## config.mk

```make
export PLATFORM = sky130hd
export DESIGN_NAME = mem_lsu
export DESIGN_NICKNAME = d
export VERILOG_FILES = /design/src/rtl/mem_pkg.sv /design/src/rtl/lsu_align.sv /design/src/rtl/mem_lsu.sv
export SDC_FILE = /design/constraint.sdc
export NUM_CORES = 1
export LEC_CHECK = 0
export ABC_AREA = 1
export ABC_CLOCK_PERIOD_IN_PS = 2800
export CORE_ASPECT_RATIO = 1.1
export CORE_MARGIN = 2
export CORE_UTILIZATION = 50
export DETAILED_ROUTE_END_ITERATION = 7
export DONT_BUFFER_PORTS = 1
export SLEW_MARGIN = 40
export SYNTH_ARGS = -nofsm -noshare
export SYNTH_HDL_FRONTEND = slang
export SYNTH_SLANG_ARGS = --single-unit
```

## constraint.sdc

```tcl
create_clock -name clk -period 2.8 [get_ports clk]
set_input_delay 0.42 -clock clk [delete_from_list [all_inputs] [get_ports clk]]
set_output_delay 0.42 -clock clk [all_outputs]
set_load 0.03 [all_outputs]
```

## src/rtl/mem_pkg.sv

```systemverilog
// Shared encodings, widths and the memory-port payload for the memory-stage LSU.
package mem_pkg;

  localparam int unsigned XLEN  = 32;
  localparam int unsigned OFF_W = 2;
  localparam int unsigned WEB_W = 4;
  localparam int unsigned CNT_W = 8;

  typedef enum logic [2:0] {
    LD_NONE = 3'b000,
    LD_LB   = 3'b001,
    LD_LH   = 3'b010,
    LD_LW   = 3'b011,
    LD_LBU  = 3'b100,
    LD_LHU  = 3'b101
  } ld_type_e;

  typedef enum logic [1:0] {
    ST_NONE = 2'b00,
    ST_SB   = 2'b01,
    ST_SH   = 2'b10,
    ST_SW   = 2'b11
  } st_type_e;

  typedef enum logic [1:0] {
    IDLE = 2'b00,
    BUSY = 2'b01,
    DONE = 2'b10
  } state_e;

  typedef struct packed {
    logic [XLEN-1:0]  addr;
    logic [WEB_W-1:0] web;
    logic [XLEN-1:0]  wdata;
  } dm_cmd_t;

endpackage

```

## src/rtl/lsu_align.sv

```systemverilog
// Decodes access size, builds byte-lane enables and replicated store data,
// flags misalignment and right-justifies the returned read word.
module lsu_align
  import mem_pkg::*;
(
  input  logic [2:0]       is_load,
  input  logic [1:0]       is_store,
  input  logic [OFF_W-1:0] req_off,
  input  logic [XLEN-1:0]  st_data,
  input  logic [OFF_W-1:0] rd_off,
  input  logic [XLEN-1:0]  rd_word,
  output logic             ld_c,
  output logic             st_c,
  output logic             misalign_c,
  output logic [WEB_W-1:0] web_c,
  output logic [XLEN-1:0]  wdata_c,
  output logic [XLEN-1:0]  rdata_c
);

  logic half_c;
  logic word_c;

  always_comb begin
    ld_c    = 1'b0;
    st_c    = 1'b0;
    half_c  = 1'b0;
    word_c  = 1'b0;
    web_c   = '0;
    wdata_c = st_data;

    case (is_load)
      LD_LB, LD_LBU: ld_c = 1'b1;
      LD_LH, LD_LHU: begin
        ld_c   = 1'b1;
        half_c = 1'b1;
      end
      LD_LW: begin
        ld_c   = 1'b1;
        word_c = 1'b1;
      end
      default: ;
    endcase

    // A load wins over a simultaneously flagged store.
    if (!ld_c) begin
      case (is_store)
        ST_SB: begin
          st_c    = 1'b1;
          web_c   = WEB_W'(4'b0001 << req_off);
          wdata_c = {4{st_data[7:0]}};
        end
        ST_SH: begin
          st_c    = 1'b1;
          half_c  = 1'b1;
          web_c   = WEB_W'(4'b0011 << req_off);
          wdata_c = {2{st_data[15:0]}};
        end
        ST_SW: begin
          st_c   = 1'b1;
          word_c = 1'b1;
          web_c  = '1;
        end
        ST_NONE: ;
        default: ;
      endcase
    end

    misalign_c = (half_c && req_off[0]) || (word_c && (req_off != '0));
    rdata_c    = rd_word >> {rd_off, 3'b000};
  end

endmodule

```

## src/rtl/mem_lsu.sv

```systemverilog
// Memory-stage load/store unit: issues one request/ready access per instruction,
// stalls the pipeline until it completes or times out, then presents DM_OUT.
module mem_lsu
  import mem_pkg::*;
#(
  parameter int unsigned TIMEOUT_CYC = 16
) (
  input  logic             clk,
  input  logic             rst,
  input  logic             mem_valid,
  input  logic [2:0]       is_load_mem,
  input  logic [1:0]       is_store_mem,
  input  logic [XLEN-1:0]  alu_out_mem,
  input  logic [XLEN-1:0]  rs2_data_mem,
  output logic             dm_req,
  output logic [WEB_W-1:0] dm_web,
  output logic [XLEN-1:0]  dm_addr,
  output logic [XLEN-1:0]  dm_wdata,
  input  logic             dm_ready,
  input  logic [XLEN-1:0]  dm_rdata,
  output logic [XLEN-1:0]  DM_OUT,
  output logic             mem_stall,
  output logic             misalign_err,
  output logic             timeout_err
);

  localparam logic [CNT_W-1:0] CNT_LAST = CNT_W'(TIMEOUT_CYC - 1);

  state_e            state_q, state_d;
  dm_cmd_t           cmd_q, cmd_d;
  logic              req_q, req_d;
  logic [XLEN-1:0]   out_q, out_d;
  logic [CNT_W-1:0]  cnt_q, cnt_d;
  logic              tmo_q, tmo_d;
  logic              ld_q, ld_d;
  logic [OFF_W-1:0]  off_q, off_d;

  logic              ld_c, st_c, misalign_c;
  logic [WEB_W-1:0]  web_c;
  logic [XLEN-1:0]   wdata_c, rdata_c;
  logic              access_c;

  lsu_align u_align (
    .is_load    (is_load_mem),
    .is_store   (is_store_mem),
    .req_off    (alu_out_mem[OFF_W-1:0]),
    .st_data    (rs2_data_mem),
    .rd_off     (off_q),
    .rd_word    (dm_rdata),
    .ld_c       (ld_c),
    .st_c       (st_c),
    .misalign_c (misalign_c),
    .web_c      (web_c),
    .wdata_c    (wdata_c),
    .rdata_c    (rdata_c)
  );

  assign access_c = mem_valid && (ld_c || st_c);

  always_ff @(posedge clk or negedge rst) begin
    if (!rst) begin
      state_q <= IDLE;
      cmd_q   <= '0;
      req_q   <= 1'b0;
      out_q   <= '0;
      cnt_q   <= '0;
      tmo_q   <= 1'b0;
      ld_q    <= 1'b0;
      off_q   <= '0;
    end else begin
      state_q <= state_d;
      cmd_q   <= cmd_d;
      req_q   <= req_d;
      out_q   <= out_d;
      cnt_q   <= cnt_d;
      tmo_q   <= tmo_d;
      ld_q    <= ld_d;
      off_q   <= off_d;
    end
  end

  always_comb begin
    state_d      = state_q;
    cmd_d        = cmd_q;
    req_d        = req_q;
    out_d        = out_q;
    cnt_d        = cnt_q;
    tmo_d        = 1'b0;
    ld_d         = ld_q;
    off_d        = off_q;
    mem_stall    = 1'b0;
    misalign_err = 1'b0;

    case (state_q)
      IDLE: begin
        if (access_c) begin
          if (misalign_c) begin
            misalign_err = 1'b1;
          end else begin
            mem_stall   = 1'b1;
            state_d     = BUSY;
            req_d       = 1'b1;
            cmd_d.addr  = {alu_out_mem[XLEN-1:OFF_W], {OFF_W{1'b0}}};
            cmd_d.web   = web_c;
            cmd_d.wdata = wdata_c;
            cnt_d       = '0;
            ld_d        = ld_c;
            off_d       = alu_out_mem[OFF_W-1:0];
          end
        end
      end
      BUSY: begin
        mem_stall = 1'b1;
        // A response on the last allowed cycle still completes the access.
        if (dm_ready) begin
          req_d   = 1'b0;
          state_d = DONE;
          if (ld_q) out_d = rdata_c;
        end else if (cnt_q == CNT_LAST) begin
          req_d   = 1'b0;
          out_d   = '0;
          tmo_d   = 1'b1;
          state_d = DONE;
        end else begin
          cnt_d = cnt_q + CNT_W'(1);
        end
      end
      DONE:    state_d = IDLE;
      default: state_d = IDLE;
    endcase
  end

  assign dm_req      = req_q;
  assign dm_web      = cmd_q.web;
  assign dm_addr     = cmd_q.addr;
  assign dm_wdata    = cmd_q.wdata;
  assign DM_OUT      = out_q;
  assign timeout_err = tmo_q;

endmodule

```

# Word level (Yosys, flattened, before mapping)
# Index checks and enable logic that the tools add are counted.
[totals]
in_bits = 105
out_inout_bits = 104
elab_cells = 88
register_bits = 113
[op_classes]
reduce_logical = 17
n_mux = 40
bitwise_logic = 1
n_addsub = 1
shifts = 3
n_eq_ne = 16
[op_table]
columns = ["op", "n"]
rows = [
  ["32-bit two-way mux", 4],
  ["32-bit case mux with 2 select lines", 1],
  ["8-bit two-way mux", 4],
  ["32-bit by 5-bit right shift with 32-bit output", 1],
  ["1-bit two-way mux", 21],
  ["8-bit case mux with 2 select lines", 1],
  ["4-bit case mux with 3 select lines", 1],
  ["3-bit AND reduction", 3],
  ["8-bit by 1-bit adder with 8-bit output (second input constant)", 1],
  ["8-bit by 4-bit == test with 1-bit output (second input constant)", 1],
  ["2-bit two-way mux", 4],
  ["2-bit inequality test (second input constant)", 4],
  ["3-bit by 2-bit == test with 1-bit output (second input constant)", 2],
  ["3-bit == test (second input constant)", 2],
  ["2-bit nonzero test", 3],
  ["5-bit AND reduction", 1],
  ["5-bit OR reduction", 1],
  ["2-bit by 1-bit == test with 1-bit output (second input constant)", 2],
  ["2-bit == test (second input constant)", 2],
  ["4-bit two-way mux", 1],
  ["1-bit case mux with 2 select lines", 2],
  ["2-bit case mux with 2 select lines", 1],
  ["4-bit AND reduction", 1],
  ["1-bit by 2-bit << shifter with 4-bit output (first input constant)", 1],
  ["other kinds (10)", 13],
]

# Logic depth before layout (Yosys ltp)
# Gate-level depths: netlist of run 1.
[logic_depth]
word_depth = 10
mapped_depth = 12
ltp_nobuf = 11

# By module
# Synthesis of run 1 repeated with hierarchy kept, for this count alone.
[hier_totals]
hier_cells = 795
area_unflattened_um2 = 5952.0
[modules_own_cells]
columns = ["module", "n_inst", "cells_each", "area_each_um2", "seq_area_each_um2"]
rows = [
  ["mem_lsu", 1, 532, 4670.7, 2827.7],
  ["lsu_align", 1, 263, 1281.2, 0.0],
]

# Least setup slack after synthesis of run 1
# Ideal clock, no wire load.
[synth_timing]
path_type = "input to output"
startpoint = "input port is_store_mem[0]"
endpoint = "output port misalign_err"
stages = 10
arrival_time_ns = 1.758
path_buffers = 2
required_time_ns = 2.380
path_slack_ns = 0.622
cell_sequence = "inv_1 -> ha_1 -> buf_2 -> inv_1 -> nand3_1 -> nand4_1 -> nand2_2 -> inv_2 -> buf_2 -> nor2_1"
[synth_via]
elab_chain_cells = 8
elab_cells_between_ends = 18
cone_classes = "3 x eq/ne; 9 x mux; 6 x reduce/logical"
[synth_lines]
columns = ["item", "line_no", "rtl"]
rows = [
  ["start: declaration", "mem_lsu.sv:12", "input logic [1:0] is_store_mem,"],
  ["2-bit by 1-bit == test with 1-bit output or 2-bit == test (tied branches)", "lsu_align.sv:46", "case (is_store)"],
  ["3-bit OR reduction (no line) or 1-bit two-way mux (tied branches)", "--", ""],
  ["1-bit two-way mux (on tied branches)", "lsu_align.sv:46, lsu_align.sv:45", ""],
  ["1-bit two-way mux or 1-bit logical AND (tied branches)", "lsu_align.sv:45, lsu_align.sv:68", ""],
  ["1-bit logical OR (on tied branches)", "mem_lsu.sv:58, lsu_align.sv:68", ""],
  ["1-bit logical AND or 1-bit two-way mux (tied branches)", "mem_lsu.sv:58, mem_lsu.sv:97", ""],
  ["1-bit two-way mux (*)", "mem_lsu.sv:96", "if (access_c) begin"],
  ["1-bit two-way mux (*)", "mem_lsu.sv:94", "case (state_q)"],
  ["end: declaration", "mem_lsu.sv:23", "output logic misalign_err,"],
]
# Mark *: on every way between the ends. The rest lies on a longest branch, timed or not.

# Final worst setup path of run 1
[layout_timing]
startpoint = "register state_q[1]"
endpoint = "output port mem_stall"
[layout_via]
elab_chain_cells = 2
elab_cells_between_ends = 3
cone_classes = "1 x eq/ne; 1 x mux; 1 x reduce/logical"
[layout_lines]
columns = ["item", "line_no", "rtl"]
rows = [
  ["start: declaration", "mem_lsu.sv:29", "state_e state_q, state_d;"],
  ["start signal: assignment", "mem_lsu.sv:71", "state_q <= state_d;"],
  ["2-bit by 1-bit == test with 1-bit output or 2-bit logical NOT (tied branches)", "mem_lsu.sv:94", ""],
  ["1-bit case mux with 2 select lines (*)", "mem_lsu.sv:94", ""],
  ["end: declaration", "mem_lsu.sv:22", "output logic mem_stall,"],
]
# Marked as above.

==> results of run 1 <==
[path summary, 6_finish.rpt]
path,from,end,slack [ps]
min in group clk,dm_ready,timeout_err,80
max reg2reg,cnt_q[0],DM_OUT[7],950
min,rst,cnt_q[4],-300
max in group asynchronous,rst,dm_wdata[25],2820
min reg2reg,cnt_q[0],cnt_q[0],520
max,state_q[1],mem_stall,660
[sequential cells by signal (all words and copies together), names as in the netlist]
register / cells
dm_web: 4
state_q: 2
timeout_err: 1
ld_q: 1
dm_addr: 30
cnt_q: 8
dm_req: 1
off_q: 2
DM_OUT: 32
dm_wdata: 32
[metrics by stage]
stage | instance area (µm²) | util [%] | cells | power (µW) | worst slack [ps]
after floorplan | 5957 | - | 746 | 5510 | 621.8
after global placement | 5961 | 51.64 | 864 | 5908 | 803.1
after detailed placement | 5976 | 51.77 | 865 | 5987 | 721.9
after CTS | 6695 | 58.01 | 896 | 8681 | 621.1
after global routing | 6695 | 58.01 | 896 | 9096 | 536.4
final | 6695 | 58.01 | 896 | 8614 | 662.7
[worst max-delay path: cells and delay by family (launching register included)]
kind | cells | cell delay [ps]
flip-flops | 1 | 380
AND/OR/NAND/NOR | 4 | 680
buffers and inverters | 2 | 240
[area by class of cell]
class                           instances  share of cell area [%]
Tap cell                              150                   2.803
Clock buffer                           20                   6.522
Inverter                               56                   3.177
Clock inverter                         11                   4.224
Multi-Input combinational cell        534                   39.39
Sequential cell                       113                   42.24
Timing Repair Buffer                   12                   1.645
[routing by layer]
layer | vias to the layer above | share of wire [%] | routed length [µm] | global-route usage (%)
met5 | - | 0 | 0 | 0
met2 | 209 | 50 | 7560 | 39.62
met1 | 2301 | 37 | 5676 | 29.21
li1 | 2374 | - | - | -
met4 | 0 | 2.6 | 398 | 10.50
met3 | 27 | 10 | 1589 | 10.20
[power breakdown]
part / switching, µW / internal, µW / leakage [µW]
clock network: 746 / 1930 / 0.000344
registers: 1860 / 2300 / 0.00145
logic: 1160 / 619 / 0.00167
[kinds of logic after synthesis]
family	share of synthesized area, %
and+or+nand+nor	31.23
AOI/OAI and AO/OA	11.45
xor gates and xnor gates	0.4414
buffers and inverters	8.260
other	0.06299
DFF	47.50
adders and majority gates	1.051
[cell usage after synthesis (8+ instances only)]
cell / number / area share, %
a22o_1: 8 / 1.2
a32oi_1: 8 / 1.2
buf_2: 19 / 1.6
buf_4: 8 / 1.0
clkbuf_1: 8 / 0.50
dfrtp_1: 113 / 47
inv_1: 50 / 3.2
nand2_1: 293 / 18
nand3_1: 78 / 6.6
nand3_2: 11 / 1.8
nor2_1: 22 / 1.4
o21ai_0: 26 / 2.2
o21ai_1: 9 / 0.76
o21ai_2: 32 / 4.7
o22ai_1: 8 / 0.84
==> flow_metrics.tcl, run 1 <==
set metrics [dict create \
    netlist_area_um2 5953 \
    gr-usage-all-layers_pct 24.77 \
    mostFrequentLayoutCells "nand2_1, dfrtp_1, nand3_1" \
    worstPathArrival_ps 1720 \
    synth.distinct_cells 35 \
    clock_latency_ps 420 \
    hold_ws_ps -296.7 \
    ioPinCount 209 \
    cts-root-buf "clkbuf_16" \
    ant_nets 0 \
    synthArstFlopShare_pct 100.0 \
    maxCapViolCount 0 \
    clk_pin_slew_ps 50 \
    critPathMaxStageDelay_ps 380 \
    num_vias 4911 \
    layout_min_cycle_time_ps 2137 \
    core_area_um2 11540 \
    grt_pass1_wl_um 24570 \
    ys.flop_type "dfrtp_1" \
    tns_ps 0 \
    grt_pass1_vias 4787 \
    first_iter_violations 258 \
    dieArea_um2 12800 \
    setup_violations 0 \
    grt-ovfl-total 0 \
    cts_resized 0 \
    fin_nets 844 \
    clockBufferDepth 2 \
    dp_hpwl_um 10810 \
    drive_above_1_share_pct 14.34 \
    std_cell_rows 41 \
    violations "negative hold slack" \
    path_class "flip-flop to output pin" \
    multiInputGateArea_um2 2638 \
    ir_worst_vdd_uv 671.8 \
    grt_max_degree 114 \
    antennaDiodeCount 0 \
    layout_commonest_cell "nand2_1" \
    die_width_um 108.0 \
    crit_chain "nor2_1 > nand3_4 > inv_4 > nand2_4 > nand2_1 > buf_4" \
    n_fill_cell 1090 \
    cts_tree "built" \
    cp_max_fo 24 \
    leakagePower_uw 0.003463 \
    syn_to_final_growth_pct 12.46 \
    fin_skew_ps 8.862 \
    numCtsBuffers 17 \
    postSynthAreaPerCell_um2 7.991 \
    synth_edf_count 0 \
    report.final.slew_viol_count 0 \
    fmax_ghz 0.4679 \
    place_congestion 0.8480 \
    relSlewSlack_pct 50.49 \
    numPortBuffers 0 \
    cts_setup_buffers 0 \
    start_util_pct 51.58 \
    p_per_area_nw_per_um2 1287 \
    wire_per_inst_um 16.99 \
    status "complete, but fails checks" \
    min_period_over_period_pct 76.33 \
    cp-end-kind "output pin" \
    start_kind "flip-flop" \
    totalWireLength_um 15230 \
    hold_path.class "input port to asynchronous set/reset pin" \
    cp_slowest_cell "dfrtp_1" \
    rr_worst_depth 11 \
    hold_viol 113 \
    worstMarginPinSlew_ps 742.6 \
    cts_sinks 113 \
    yosys_warnings 0 \
    drc_errors 0 \
    antenna_found_initial 0 \
    die_y_um 118.4 \
    netlist_instances 745 \
    required_ps 2380 \
    first_pass_iters 5 \
    seq_area_frac_synth_pct 47.50 \
    vias_per_cell 5.481 \
    regArea_um2 2828 \
    rsz0062_at_grt "false" \
    synth-seq-cells 113 \
    htreeDepth 4 \
]
No activity file was read; power rests on OpenSTA's default activity.
==> inputs of run 2 (changes only) <==
Settings changed: ABC_CLOCK_PERIOD_IN_PS 2800 to 2200.
Clock period 2.8 ns to 2.2 ns, I/O delays scaled along.
==> run 2 against run 1 <==
Net effect:
- count of clock-buffer cells in the layout fell by 3
- die area did not move
- critical path type unchanged
- final area fell by 0.80%
- largest power group unchanged
- setup slack lost 410 ps
- clock power is 8.6% higher
- the flow still finishes with violations (negative hold slack)
==> flow_metrics.tcl, run 2 (synthesized netlist as in run 1, its figures left out) <==
set metrics [dict create \
    num_vias 4831 \
    setup_violations 0 \
    ir_worst_vdd_uv 698.5 \
    p_per_area_nw_per_um2 1581 \
    die_width_um 108.0 \
    cp_max_fo 7 \
    required_ps 1870 \
    grt_max_degree 114 \
    worstPathArrival_ps 1620 \
    relSlewSlack_pct 64.73 \
    std_cell_rows 41 \
    gr-usage-all-layers_pct 24.33 \
    dieArea_um2 12800 \
    drc_errors 0 \
    report.final.slew_viol_count 0 \
    leakagePower_uw 0.003432 \
    total_power_uw 10500 \
    grt-ovfl-total 0 \
    ctsHoldBuffers 1 \
    first_iter_violations 313 \
    cts_sinks 113 \
    path_class "flip-flop to output pin" \
    fin_skew_ps 9.075 \
    layout_commonest_cell "nand2_1" \
    clock_latency_ps 410 \
    totalWireLength_um 15040 \
    first_pass_iters 4 \
    cts-root-buf "clkbuf_16" \
    tns_ps 0 \
    fin_nets 844 \
    min_period_over_period_pct 88.43 \
    dp_hpwl_um 10220 \
    place_area_um2 6011 \
    numPortBuffers 0 \
    grt_pass1_vias 4852 \
    htreeDepth 4 \
    clockBufferDepth 2 \
    final_cell_count_no_fill 897 \
    maxCapViolCount 0 \
    grt_pass1_wl_um 24250 \
    hold_ws_ps -385.8 \
    timing.rr.start "cnt_q[0]" \
    cp_slowest_cell "dfrtp_1" \
    wire_per_inst_um 16.77 \
    rsz0062_at_grt "false" \
    critPathMaxStageDelay_ps 370 \
    hold_path.class "input port to asynchronous set/reset pin" \
    drive_above_1_share_pct 14.73 \
    crit_chain "nor2_1 > nand3_4 > inv_4 > nand2_4 > nand2_1 > buf_4" \
    n_fill_cell 1069 \
    start_kind "flip-flop" \
    die_y_um 118.4 \
    dp_cells 864 \
    cts_tree "built" \
    hold_viol 113 \
    mostFrequentLayoutCells "nand2_1, dfrtp_1, nand3_1" \
    vias_per_cell 5.386 \
    syn_to_final_growth_pct 11.56 \
    ant_nets 0 \
    fin_area_um2 6641 \
    clk_pin_slew_ps 60 \
    layout_min_cycle_time_ps 1945 \
    place_congestion 0.8197 \
    worstMarginPinSlew_ps 529.0 \
    antennaDiodeCount 0 \
    cts_resized 0 \
    start_util_pct 51.58 \
    cp-end-kind "output pin" \
    ioPinCount 209 \
    status "complete, but fails checks" \
    core_area_um2 11540 \
    numCtsBuffers 17 \
    cts_setup_buffers 0 \
    fmax_ghz 0.5140 \
    crit_start "state_q[0]" \
    antenna_found_initial 0 \
    violations "negative hold slack" \
]
[run 2: metal layers]
| metal | track usage, % | routed length (µm) | vias to the layer above |
|---|---|---|---|
| met5 | 0 | 0 | - |
| met4 | 8.734 | 325 | 0 |
| met3 | 10.54 | 1587 | 24 |
| met2 | 38.64 | 7364 | 203 |
| met1 | 29.30 | 5764 | 2226 |
| li1 | - | - | 2378 |
[run 2: final timing paths]
check / end / slack [ps] / cells past startpoint
worst max-delay path: mem_stall / 250 / 6
worst min-delay path: cnt_q[0] / -390 / 0
worst max register to register: DM_OUT[9] / 340 / 11
worst min register to register: cnt_q[1] / 510 / 2
max in group asynchronous: dm_wdata[5] / 2390 / 0
min in group clk: dm_addr[28] / 50 / 2
[run 2: area by class of cell]
type | count | area (µm²) | share of cell area, %
timing repair buffer | 12 | 155.1 | 2.336
clock inverter | 15 | 195.2 | 2.939
inverter | 56 | 212.7 | 3.203
multi-input combinational | 534 | 2638 | 39.71
clock buffer | 17 | 425.4 | 6.405
sequential | 113 | 2828 | 42.58
tap | 150 | 187.7 | 2.826
[run 2: power by group]
group / switching [µW] / total (µW) / leakage, µW / internal, µW
Combinational: 1470 / 2300 / 0.00168 / 828
Sequential: 2370 / 5290 / 0.00145 / 2920
Clock: 1090 / 2910 / 0.000299 / 1820
Total: 4930 / 10500 / 0.00343 / 5570
[run 2: critical path, delay by kind of cell (launching register included)]
kind                   cells  cell delay (ps)
buffers and inverters      2              250
and+or+nand+nor            4              580
DFF                        1              370
[run 2: metrics by stage]
| step | util [%] | setup slack (ps) | hold WS (ps) |
|---|---|---|---|
| floorplan | - | 201.8 | 34.41 |
| global placement | 52.08 | 473.7 | 37.66 |
| detailed placement | 52.08 | 400.1 | 38.50 |
| CTS | 57.54 | 230.0 | -399.7 |
| global route | 57.54 | 136.4 | -408.5 |
| finish | 57.54 | 254.6 | -385.8 |
